### src/rtl/ex_mdu_if.sv
// ex_mdu_if: operand/control bundle between the ID/EX pipeline register
// (master side) and the EX-stage multiply/divide unit (slave side).
interface ex_mdu_if;
  logic [3:0]  mdu_op_i;
  logic [31:0] ex_a;
  logic [31:0] ex_b;
  logic        ex_stall_i;
  logic        mdu_cancel;
  logic        mdu_busy;
  logic [31:0] mdu_result;
  logic [31:0] hi_o;
  logic [31:0] lo_o;

  modport master (
    output mdu_op_i, ex_a, ex_b, ex_stall_i, mdu_cancel,
    input  mdu_busy, mdu_result, hi_o, lo_o
  );

  modport slave (
    input  mdu_op_i, ex_a, ex_b, ex_stall_i, mdu_cancel,
    output mdu_busy, mdu_result, hi_o, lo_o
  );
endinterface

### src/rtl/ex_mdu.sv
// ex_mdu: iterative multiply/divide unit owning the architectural HI/LO pair.
// Shift-add multiply (MUL_BITS_PER_CYCLE bits per step), restoring divide
// (one quotient bit per step). Signed ops run on magnitudes and fix signs on
// the last step. Optional macro MDU_FAST_MUL_EN swaps the iterative multiply
// for a single-cycle combinational one; divide is unaffected.
module ex_mdu #(
  parameter int unsigned MUL_BITS_PER_CYCLE = 1,
  parameter logic [31:0] HILO_RESET         = 32'h0000_0000
) (
  input logic     clk,
  input logic     reset,
  ex_mdu_if.slave mdu
);
  localparam logic [3:0] OP_MULT  = 4'd1;
  localparam logic [3:0] OP_MULTU = 4'd2;
  localparam logic [3:0] OP_DIV   = 4'd3;
  localparam logic [3:0] OP_DIVU  = 4'd4;
  localparam logic [3:0] OP_MFHI  = 4'd5;
  localparam logic [3:0] OP_MFLO  = 4'd6;
  localparam logic [3:0] OP_MTHI  = 4'd7;
  localparam logic [3:0] OP_MTLO  = 4'd8;
  localparam int         MB        = MUL_BITS_PER_CYCLE;
  localparam logic [5:0] MUL_ITERS = 6'(32 / MUL_BITS_PER_CYCLE);
  localparam logic [5:0] DIV_ITERS = 6'd32;

  typedef enum logic [1:0] {IDLE, MUL, DIV, DONE} state_t;

  state_t      state_q, state_d;
  logic [31:0] hi_q, hi_d, lo_q, lo_d;
  logic [5:0]  cnt_q, cnt_d;
  logic [63:0] acc_q, acc_d;
  logic [63:0] mcand_q, mcand_d;
  logic [31:0] mplier_q, mplier_d;
  logic [31:0] rem_q, rem_d;
  logic [31:0] quo_q, quo_d;
  logic [31:0] dvs_q, dvs_d;
  logic        negRes_q, negRes_d;
  logic        negRem_q, negRem_d;
  logic        divZero_q, divZero_d;

  logic        isMul, isDiv, isSigned, aNeg, bNeg, startOp, busyRaw;
  logic [31:0] aMag, bMag;
  logic [63:0] mulSum, mulFinal;
  logic [32:0] divShift;
  logic [31:0] divDiff, remNext, quoNext;
  logic        divFits;

  assign isMul    = (mdu.mdu_op_i == OP_MULT) || (mdu.mdu_op_i == OP_MULTU);
  assign isDiv    = (mdu.mdu_op_i == OP_DIV)  || (mdu.mdu_op_i == OP_DIVU);
  assign isSigned = (mdu.mdu_op_i == OP_MULT) || (mdu.mdu_op_i == OP_DIV);
  assign aNeg     = isSigned & mdu.ex_a[31];
  assign bNeg     = isSigned & mdu.ex_b[31];
  assign aMag     = aNeg ? (~mdu.ex_a + 32'd1) : mdu.ex_a;
  assign bMag     = bNeg ? (~mdu.ex_b + 32'd1) : mdu.ex_b;

`ifdef MDU_FAST_MUL_EN
  logic [63:0] fastA, fastB, fastProd;
  assign fastA    = {{32{aNeg}}, mdu.ex_a};
  assign fastB    = {{32{bNeg}}, mdu.ex_b};
  assign fastProd = fastA * fastB;
  assign startOp  = isDiv;
`else
  assign startOp  = isMul | isDiv;
`endif

  // One multiply step: add the shifted multiplicand for each consumed multiplier bit
  always_comb begin
    mulSum = acc_q;
    for (int k = 0; k < MB; k++) begin
      if (mplier_q[k]) mulSum = mulSum + (mcand_q << k);
    end
    mulFinal = negRes_q ? (~mulSum + 64'd1) : mulSum;
  end

  // One restoring-divide step: shift in the next dividend bit, subtract if it fits
  always_comb begin
    divShift = {rem_q, quo_q[31]};
    divFits  = divShift >= {1'b0, dvs_q};
    divDiff  = divShift[31:0] - dvs_q;
    remNext  = divFits ? divDiff : divShift[31:0];
    quoNext  = {quo_q[30:0], divFits};
  end

  // Next-state and datapath control; a cancel discards everything at the end
  always_comb begin
    state_d   = state_q;
    hi_d      = hi_q;
    lo_d      = lo_q;
    cnt_d     = cnt_q;
    acc_d     = acc_q;
    mcand_d   = mcand_q;
    mplier_d  = mplier_q;
    rem_d     = rem_q;
    quo_d     = quo_q;
    dvs_d     = dvs_q;
    negRes_d  = negRes_q;
    negRem_d  = negRem_q;
    divZero_d = divZero_q;
    case (state_q)
      IDLE: begin
        negRes_d  = aNeg ^ bNeg;
        negRem_d  = aNeg;
        divZero_d = (mdu.ex_b == 32'd0);
        if (isMul) begin
`ifdef MDU_FAST_MUL_EN
          {hi_d, lo_d} = fastProd;
`else
          state_d  = MUL;
          cnt_d    = MUL_ITERS;
          acc_d    = 64'd0;
          mcand_d  = {32'd0, aMag};
          mplier_d = bMag;
`endif
        end else if (isDiv) begin
          state_d = DIV;
          cnt_d   = DIV_ITERS;
          rem_d   = 32'd0;
          quo_d   = aMag;
          dvs_d   = bMag;
        end else if (mdu.mdu_op_i == OP_MTHI) begin
          hi_d = mdu.ex_a;
        end else if (mdu.mdu_op_i == OP_MTLO) begin
          lo_d = mdu.ex_a;
        end
      end
      MUL: begin
        acc_d    = mulSum;
        mcand_d  = mcand_q << MUL_BITS_PER_CYCLE;
        mplier_d = mplier_q >> MUL_BITS_PER_CYCLE;
        cnt_d    = cnt_q - 6'd1;
        if (cnt_q == 6'd1) begin
          {hi_d, lo_d} = mulFinal;
          state_d      = DONE;
        end
      end
      DIV: begin
        rem_d = remNext;
        quo_d = quoNext;
        cnt_d = cnt_q - 6'd1;
        if (cnt_q == 6'd1) begin
          lo_d    = divZero_q ? 32'hFFFF_FFFF : (negRes_q ? (~quoNext + 32'd1) : quoNext);
          hi_d    = negRem_q ? (~remNext + 32'd1) : remNext;
          state_d = DONE;
        end
      end
      DONE: begin
        if (!mdu.ex_stall_i) state_d = IDLE;
      end
      default: state_d = IDLE;
    endcase
    if (mdu.mdu_cancel) begin
      state_d = IDLE;
      hi_d    = hi_q;
      lo_d    = lo_q;
      cnt_d   = 6'd0;
    end
  end

  // Stall request: held for the issue cycle and every iteration, released in DONE
  always_comb begin
    busyRaw = 1'b0;
    case (state_q)
      MUL, DIV: busyRaw = 1'b1;
      IDLE:     busyRaw = startOp & ~mdu.mdu_cancel;
      default:  busyRaw = 1'b0;
    endcase
  end

  assign mdu.mdu_busy   = reset & busyRaw;
  assign mdu.mdu_result = !reset ? 32'd0 :
                          (mdu.mdu_op_i == OP_MFHI) ? hi_q :
                          (mdu.mdu_op_i == OP_MFLO) ? lo_q : 32'd0;
  assign mdu.hi_o       = hi_q;
  assign mdu.lo_o       = lo_q;

  // State and datapath registers with asynchronous active-low reset
  always_ff @(posedge clk or negedge reset) begin
    if (!reset) begin
      state_q   <= IDLE;
      hi_q      <= HILO_RESET;
      lo_q      <= HILO_RESET;
      cnt_q     <= 6'd0;
      acc_q     <= 64'd0;
      mcand_q   <= 64'd0;
      mplier_q  <= 32'd0;
      rem_q     <= 32'd0;
      quo_q     <= 32'd0;
      dvs_q     <= 32'd0;
      negRes_q  <= 1'b0;
      negRem_q  <= 1'b0;
      divZero_q <= 1'b0;
    end else begin
      state_q   <= state_d;
      hi_q      <= hi_d;
      lo_q      <= lo_d;
      cnt_q     <= cnt_d;
      acc_q     <= acc_d;
      mcand_q   <= mcand_d;
      mplier_q  <= mplier_d;
      rem_q     <= rem_d;
      quo_q     <= quo_d;
      dvs_q     <= dvs_d;
      negRes_q  <= negRes_d;
      negRem_q  <= negRem_d;
      divZero_q <= divZero_d;
    end
  end
endmodule

### src/flat_wrapper.sv
// flat-port wrapper written by rule: the top's interface ports become plain ports
module ex_mdu_flat 
#(
  parameter int unsigned MUL_BITS_PER_CYCLE = 1,
  parameter logic [31:0] HILO_RESET         = 32'h0000_0000
)
  (clk, reset, mdu_mdu_op_i, mdu_ex_a, mdu_ex_b, mdu_ex_stall_i, mdu_mdu_cancel, mdu_mdu_busy, mdu_mdu_result, mdu_hi_o, mdu_lo_o);
  ex_mdu_if mdu_i ();
  input logic clk;
  input logic reset;
  input wire logic [$bits(mdu_i.mdu_op_i)-1:0] mdu_mdu_op_i;
  input wire logic [$bits(mdu_i.ex_a)-1:0] mdu_ex_a;
  input wire logic [$bits(mdu_i.ex_b)-1:0] mdu_ex_b;
  input wire logic [$bits(mdu_i.ex_stall_i)-1:0] mdu_ex_stall_i;
  input wire logic [$bits(mdu_i.mdu_cancel)-1:0] mdu_mdu_cancel;
  output wire logic [$bits(mdu_i.mdu_busy)-1:0] mdu_mdu_busy;
  output wire logic [$bits(mdu_i.mdu_result)-1:0] mdu_mdu_result;
  output wire logic [$bits(mdu_i.hi_o)-1:0] mdu_hi_o;
  output wire logic [$bits(mdu_i.lo_o)-1:0] mdu_lo_o;
  assign mdu_i.mdu_op_i = mdu_mdu_op_i;
  assign mdu_i.ex_a = mdu_ex_a;
  assign mdu_i.ex_b = mdu_ex_b;
  assign mdu_i.ex_stall_i = mdu_ex_stall_i;
  assign mdu_i.mdu_cancel = mdu_mdu_cancel;
  assign mdu_mdu_busy = mdu_i.mdu_busy;
  assign mdu_mdu_result = mdu_i.mdu_result;
  assign mdu_hi_o = mdu_i.hi_o;
  assign mdu_lo_o = mdu_i.lo_o;
  ex_mdu #(.MUL_BITS_PER_CYCLE(MUL_BITS_PER_CYCLE), .HILO_RESET(HILO_RESET)) u_core (.clk(clk), .reset(reset), .mdu(mdu_i));
endmodule
### config.mk
export PLATFORM = sky130hd
export DESIGN_NAME = ex_mdu_flat
export DESIGN_NICKNAME = d
export VERILOG_FILES = /design/src/rtl/ex_mdu_if.sv /design/src/rtl/ex_mdu.sv /design/src/flat_wrapper.sv
export SDC_FILE = /design/constraint.sdc
export NUM_CORES = 1
export LEC_CHECK = 0
export ABC_AREA = 1
export CAP_MARGIN = 20
export CORE_MARGIN = 2
export CORE_UTILIZATION = 30
export CTS_CLUSTER_DIAMETER = 100
export DETAILED_ROUTE_END_ITERATION = 12
export PLACE_DENSITY = 0.57
export SLEW_MARGIN = 30
export SYNTH_ARGS = -nofsm -noshare
export SYNTH_HDL_FRONTEND = slang
export SYNTH_SLANG_ARGS = --single-unit
### constraint.sdc
create_clock -name clk -period 4.1 [get_ports clk]
set_input_delay 1.23 -clock clk [delete_from_list [all_inputs] [get_ports clk]]
set_output_delay 1.23 -clock clk [all_outputs]
set_load 0.01 [all_outputs]
==> flow_summary.json, run 1 <==
{
  "outcome": "complete, no violations",
  "p_leak_uw": 0.0191,
  "cts.sinks": 331,
  "cp_max_fo": 12,
  "routed_wl_um": 123000,
  "crit_chain": "clkdlybuf4s50_1 > inv_1 > nor2_4 > buf_4 > clkbuf_16 > nand3_1 > a21oi_1 > dlygate4sd2_1",
  "finalHoldWorstSlack_ns": 0.477,
  "synthTopCellsByArea": "dfrtp_1 28%, nand2_1 21%, inv_1 9.5%",
  "max-cap-violations": 0,
  "antenna_found_initial": 1,
  "portBuffers": 168,
  "synth-async-reset-ratio_pct": 100,
  "critPathMaxStageDelay_ns": 0.47,
  "drtIter0Drc": 3067,
  "peakVddDrop_mv": 0.547,
  "ios": 169,
  "dp_hpwl_um": 96800,
  "synth.top_cell.area_share_pct": 27.6,
  "tritoncts": "built",
  "finalSetupViolations": 0,
  "seq_area_frac_synth_pct": 27.6,
  "synth_edf_count": 0,
  "synth_area_leader_cell": "dfrtp_1",
  "maxSlewHeadroom_pct": 32.7,
  "grt_max_degree": 169,
  "crit_path_start_kind": "primary input",
  "worstPathArrival_ns": 2.79,
  "clkLatencyLatePin_ns": 0.60,
  "worstHoldPathType": "reg2reg",
  "ys_types": 62,
  "synth_cells": 4958,
  "chipWidth_um": 321,
  "worst_path_max_delay_cell": "clkdlybuf4s50_1",
  "final_core_util_pct": 37.6,
  "ys_ff_latch": 331,
  "synth.avg_cell_area_um2": 6.06,
  "wl_per_cell_um": 18.4,
  "vias": 33500,
  "hold_buffers": 0,
  "htreeDepth": 2,
  "grt_pass1_vias": 30800,
  "synth-main-ff-cell": "dfrtp_1",
  "cp.required_ns": 2.87,
  "grt.total_usage_pct": 23.1,
  "place.gp.congestion": 0.971,
  "dpl-instance-area_mm2": 0.0352,
  "numCtsBuffers": 43,
  "rows": 116,
  "routed_via_density": 5.03,
  "cts_buffer_depth": 3,
  "cp-end-kind": "output pin",
  "n_antenna_cell": 0,
  "path_clk_slew_ns": 0.06,
  "drtAntennaViolNets": 0,
  "area_growth_syn_to_layout_pct": 24.7,
  "yosysWarnings": 0,
  "post-route-period-util_pct": 98.1,
  "maxSlewViolCount": 0,
  "grt_pass1_wl_um": 185000,
  "fp.coreArea_mm2": 0.0997,
  "powerDensity_mw_per_mm2": 835,
  "overflow": 0,
  "dieHeight_um": 321,
  "fmax_ghz": 0.249,
  "fin_worst_skew_ns": 0.0196,
  "start_util_pct": 30.1,
  "period_minus_slack_ns": 4.02,
  "synth_area_mm2": 0.0301,
  "finalHoldViolCount": 0,
  "yosysMostFrequentCell": "nand2_1",
  "worst_slew_pin_slew_ns": 0.997,
  "final_layout_size_suffix_gt1_share_pct": 13.1,
  "dr.pass1.iters": 6,
  "nets": 5507,
  "drc": 0,
  "die_area_mm2": 0.103,
  "nFillCells": 10800,
  "path_class": "in2out",
  "syn-num-nets": 5139,
  "root_buffer": "clkbuf_16",
  "synth_commonest_cells": "1654 x nand2_1, 764 x inv_1, 454 x nor2_1, 403 x nand3_1, 331 x dfrtp_1",
  "stdcell_area_mm2": 0.0375,
  "fin_tns_setup_ns": 0
}
[area by class of cell]
cell class / instances / area [um^2] / area share (%)
sequential: 331 / 8290 / 22.1
inverter: 782 / 2940 / 7.86
timing repair buffer: 486 / 4270 / 11.4
multi-input combinational: 3682 / 18900 / 50.3
tap: 1298 / 1620 / 4.33
clock buffer: 62 / 1270 / 3.38
clock inverter: 16 / 220 / 0.588
[cells in the final DEF, fill, tap and decap left out, types with 10 or more instances in the layout]
cell	instances
clkbuf_8	12
nor3_1	38
o211ai_1	36
nand2_1	1630
clkdlybuf4s50_1	132
nand4_1	43
nand3_1	388
a21oi_1	193
nor2_2	53
o21ai_1	29
inv_2	20
nand3_2	31
ha_1	64
o21ai_2	10
a2bb2oi_1	11
buf_12	14
ha_4	25
o22ai_1	95
a31oi_1	10
xor2_1	67
dlygate4sd2_1	27
buf_4	298
nor2_4	24
a21oi_2	21
o221ai_1	51
nor2_1	417
xnor2_1	15
o21ai_0	234
nand2_2	65
nand3b_1	12
inv_1	753
ha_2	18
nor4_1	14
clkbuf_16	44
dfrtp_1	329
[where the power goes]
group	total, uW	switching [uW]	internal [uW]
registers	5670	1210	4460
logic	21600	13700	7900
clock network	4040	1630	2410
[metrics by stage]
stage,setup slack [ns],cells,power (uW)
finish,0.0778,6657,31300
global route,-0.0236,6657,33800
CTS,0.00331,6644,30300
detailed placement,-0.365,6566,26100
global placement,-0.351,6566,26000
floorplan,0.325,4958,18300
[cell families after synthesis]
logic type                 count (synthesis)  share of synthesized area, %
adders and majority gates                109                          4.59
AOI/OAI and AO/OA                        735                          14.4
buffers and inverters                    945                          12.2
DFF                                      331                          27.6
and+or+nand+nor                         2755                          38.8
xor gates and xnor gates                  83                          2.42
[final timing paths]
kind	depth (start not counted)	to	startpoint	slack, ns
max in group asynchronous	4	u_core.mplier_q[0]$_DFFE_PN0P_	reset	1.27
worst max register to register	26	u_core.mdu.hi_o[22]$_DFFE_PN0P_	u_core.mcand_q[18]$_DFFE_PN0P_	0.19
worst min register to register	2	u_core.mplier_q[5]$_DFFE_PN0P_	u_core.mplier_q[6]$_DFFE_PN0P_	0.48
worst min-delay path	2	u_core.mplier_q[5]$_DFFE_PN0P_	u_core.mplier_q[6]$_DFFE_PN0P_	0.48
worst max-delay path	8	mdu_mdu_result[0]	mdu_mdu_op_i[2]	0.08
min in group asynchronous	2	u_core.mcand_q[51]$_DFFE_PN0P_	reset	0.76
[registers in the layout, summed over array words and instances, names as in the netlist]
name	flops
u_core.negRes_q	1
u_core.negRem_q	1
u_core.rem_q	32
u_core.divZero_q	1
u_core.mdu.lo_o	32
u_core.dvs_q	32
u_core.mplier_q	32
u_core.acc_q	64
u_core.cnt_q	6
u_core.mcand_q	64
u_core.state_q	2
u_core.mdu.hi_o	32
u_core.quo_q	32
[worst max-delay path, delay by kind of cell]
family / cells / cell delay (ns)
buf+inv: 5 / 1.17
simple gates: 2 / 0.24
compound gates: 1 / 0.15
[timing repair]
item                                    4_1_cts  5_1_grt
gates resized for setup                      48      176
pin swaps                                     0       27
endpoints found under the hold margin         0        0
buffers inserted                              0       11
endpoints found under the setup margin       40       57
gates cloned                                  0        1
[routing by layer]
layer  global-route usage, %  share of wire (%)  up-vias
li1                        -                  -    16600
met1                    32.8                 46    15800
met2                    36.6                 45     1005
met3                    2.88                6.4      143
met4                    6.32                2.8        2
met5                       0              0.011        -
Note: power is estimated with default switching activity, not from simulation.
==> inputs of run 2 (changes only) <==
--- a/config.mk
+++ b/config.mk
@@ -7,7 +7,6 @@
 export LEC_CHECK = 0
 export ABC_AREA = 1
 export CAP_MARGIN = 20
-export CORE_MARGIN = 2
 export CORE_UTILIZATION = 30
 export CTS_CLUSTER_DIAMETER = 100
 export DETAILED_ROUTE_END_ITERATION = 12
==> constraint.sdc (replaced) <==
create_clock -name clk -period 4.3 [get_ports clk]
set_input_delay 1.29 -clock clk [delete_from_list [all_inputs] [get_ports clk]]
set_output_delay 1.29 -clock clk [all_outputs]
set_load 0.01 [all_outputs]
==> flow_summary.json, run 2 (same netlist as run 1, synthesis figures left out) <==
{
  "fp.coreArea_mm2": 0.0989,
  "place.gp.congestion": 0.987,
  "tritoncts": "built",
  "grt_max_degree": 152,
  "grt_pass1_wl_um": 182000,
  "fmax_ghz": 0.240,
  "worst_slew_pin_slew_ns": 0.969,
  "post-route-period-util_pct": 96.8,
  "layout_setup_ws_ns": 0.137,
  "drtAntennaViolNets": 0,
  "crit_path_start_kind": "primary input",
  "path_class": "in2out",
  "area_growth_syn_to_layout_pct": 20.3,
  "cts.sinks": 331,
  "r2r-end": "u_core.mdu.hi_o[16]$_DFFE_PN0P_",
  "rr_startpoint": "u_core.mcand_q[17]$_DFFE_PN0P_",
  "numCtsBuffers": 42,
  "worstPathArrival_ns": 2.87,
  "final_common_cell": "nand2_1",
  "drc": 0,
  "finalHoldWorstSlack_ns": 0.480,
  "die_area_mm2": 0.101,
  "max-cap-violations": 0,
  "fin_tns_setup_ns": 0,
  "vias": 33100,
  "peakVddDrop_mv": 0.568,
  "root_buffer": "clkbuf_16",
  "finalHoldViolCount": 0,
  "ff2ff_setup_slack_ns": 0.24,
  "cp-endpoint": "mdu_mdu_result[10]",
  "grt.total_usage_pct": 23.0,
  "p_leak_uw": 0.0188,
  "grt_pass1_vias": 30200,
  "antenna_found_initial": 2,
  "final_layout_size_suffix_gt1_share_pct": 9.51,
  "portBuffers": 168,
  "outcome": "complete, no violations",
  "wl_per_cell_um": 18.3,
  "overflow": 0,
  "rsz0062_at_grt": "no",
  "worstHoldPathType": "reg2reg",
  "cp-end-kind": "output pin",
  "chipWidth_um": 319,
  "reg.largest.list": "u_core.acc_q x64, u_core.mcand_q x64",
  "path_clk_slew_ns": 0.06,
  "clkLatencyLatePin_ns": 0.60,
  "routed_via_density": 5.05,
  "finalSetupViolations": 0,
  "powerDensity_mw_per_mm2": 788,
  "fin_worst_skew_ns": 0.0269,
  "instances_no_fill": 6556,
  "dr.pass1.iters": 6,
  "htreeDepth": 2,
  "start_util_pct": 30.4,
  "placed_cells": 6475,
  "maxSlewViolCount": 0,
  "drtIter0Drc": 2904,
  "cp.required_ns": 3.01,
  "maxSlewHeadroom_pct": 35.4,
  "nFillCells": 10700,
  "ios": 169,
  "nets": 5417,
  "cp_max_fo": 22,
  "period_minus_slack_ns": 4.16,
  "dieHeight_um": 319,
  "final_cell_mix": "1645 x nand2_1, 762 x inv_1, 439 x nor2_1",
  "crit_path_start": "mdu_mdu_op_i[2]",
  "reg2regPathDepth": 23,
  "rows": 115,
  "dp_hpwl_um": 95100,
  "place_ws_ns": -0.213,
  "routed_wl_um": 120000,
  "cts_buffer_depth": 3
}
## run 2: cell count changes in the layout (fill, tap and decap cells not counted), sizes merged, moves of 2 or more
cell,delta
dlygate4sd2,-3
clkinv,+2
clkdlybuf4s15,-2
dlymetal6s2s,+7
buf,-89
clkbuf,-7
## run 2: metal layers
metal  GRT usage [%]  wire length, um  up-vias
li1                -                -    16400
met1            32.7            55600    15400
met2            36.2            52700     1107
met3            2.68             7780      175
met4            7.09             4010        2
met5               0                9        -
## run 2: final cells by class
cell class,count,area [um^2],area share (%)
multi-input cells,3682,18300,50.7
flip-flops and latches,331,8290,22.9
repair buffers,397,3590,9.92
inverters,782,2940,8.13
well taps,1287,1610,4.45
clock buffers,58,1180,3.27
clock inverters,18,225,0.623
diodes,1,2.50,0.00692
## run 2: how the worst min path moves through the flow
stage	from	to	slack, ns	cells past startpoint
after CTS	u_core.mplier_q[24]$_DFFE_PN0P_	u_core.mplier_q[23]$_DFFE_PN0P_	0.49	2
after global placement	u_core.mplier_q[7]$_DFFE_PN0P_	u_core.mplier_q[6]$_DFFE_PN0P_	0.46	2
after detailed placement	u_core.mplier_q[7]$_DFFE_PN0P_	u_core.mplier_q[6]$_DFFE_PN0P_	0.47	2
after floorplan	u_core.mplier_q[2]$_DFFE_PN0P_	u_core.mplier_q[1]$_DFFE_PN0P_	0.45	2
final	u_core.mplier_q[7]$_DFFE_PN0P_	u_core.mplier_q[6]$_DFFE_PN0P_	0.48	2
after global routing	u_core.mplier_q[22]$_DFFE_PN0P_	u_core.mplier_q[21]$_DFFE_PN0P_	0.52	2
## run 2: metrics by stage
stage               instance area [um^2]  total power [uW]  utilization (%)
finish                             36100             28500             36.6
global route                       36100             30800             36.6
CTS                                35900             28200             36.4
detailed placement                 34500             24400             34.9
global placement                   34500             24300             34.9
floorplan                          30100             17400                -
## run 2: timing repair
action	CTS	global route
pin swaps	0	5
resized for setup	34	53
setup endpoints to repair	33	44
endpoints found under the hold margin	0	0
gates cloned	0	0
hold buffers	0	0
buffers inserted	0	3
## run 2: power breakdown
| group | internal [uW] | switching [uW] |
|---|---|---|
| Clock | 2120 | 1550 |
| Sequential | 4250 | 1110 |
| Combinational | 6780 | 12600 |
| Total | 13200 | 15300 |
## run 2: critical path, stage by stage
cell and delay [ns]:
clkdlybuf4s50_1 0.48, inv_1 0.08, nor2_4 0.15, buf_8 0.17
buf_12 0.16, nand3_1 0.09, a21oi_1 0.16, dlygate4sd2_1 0.28
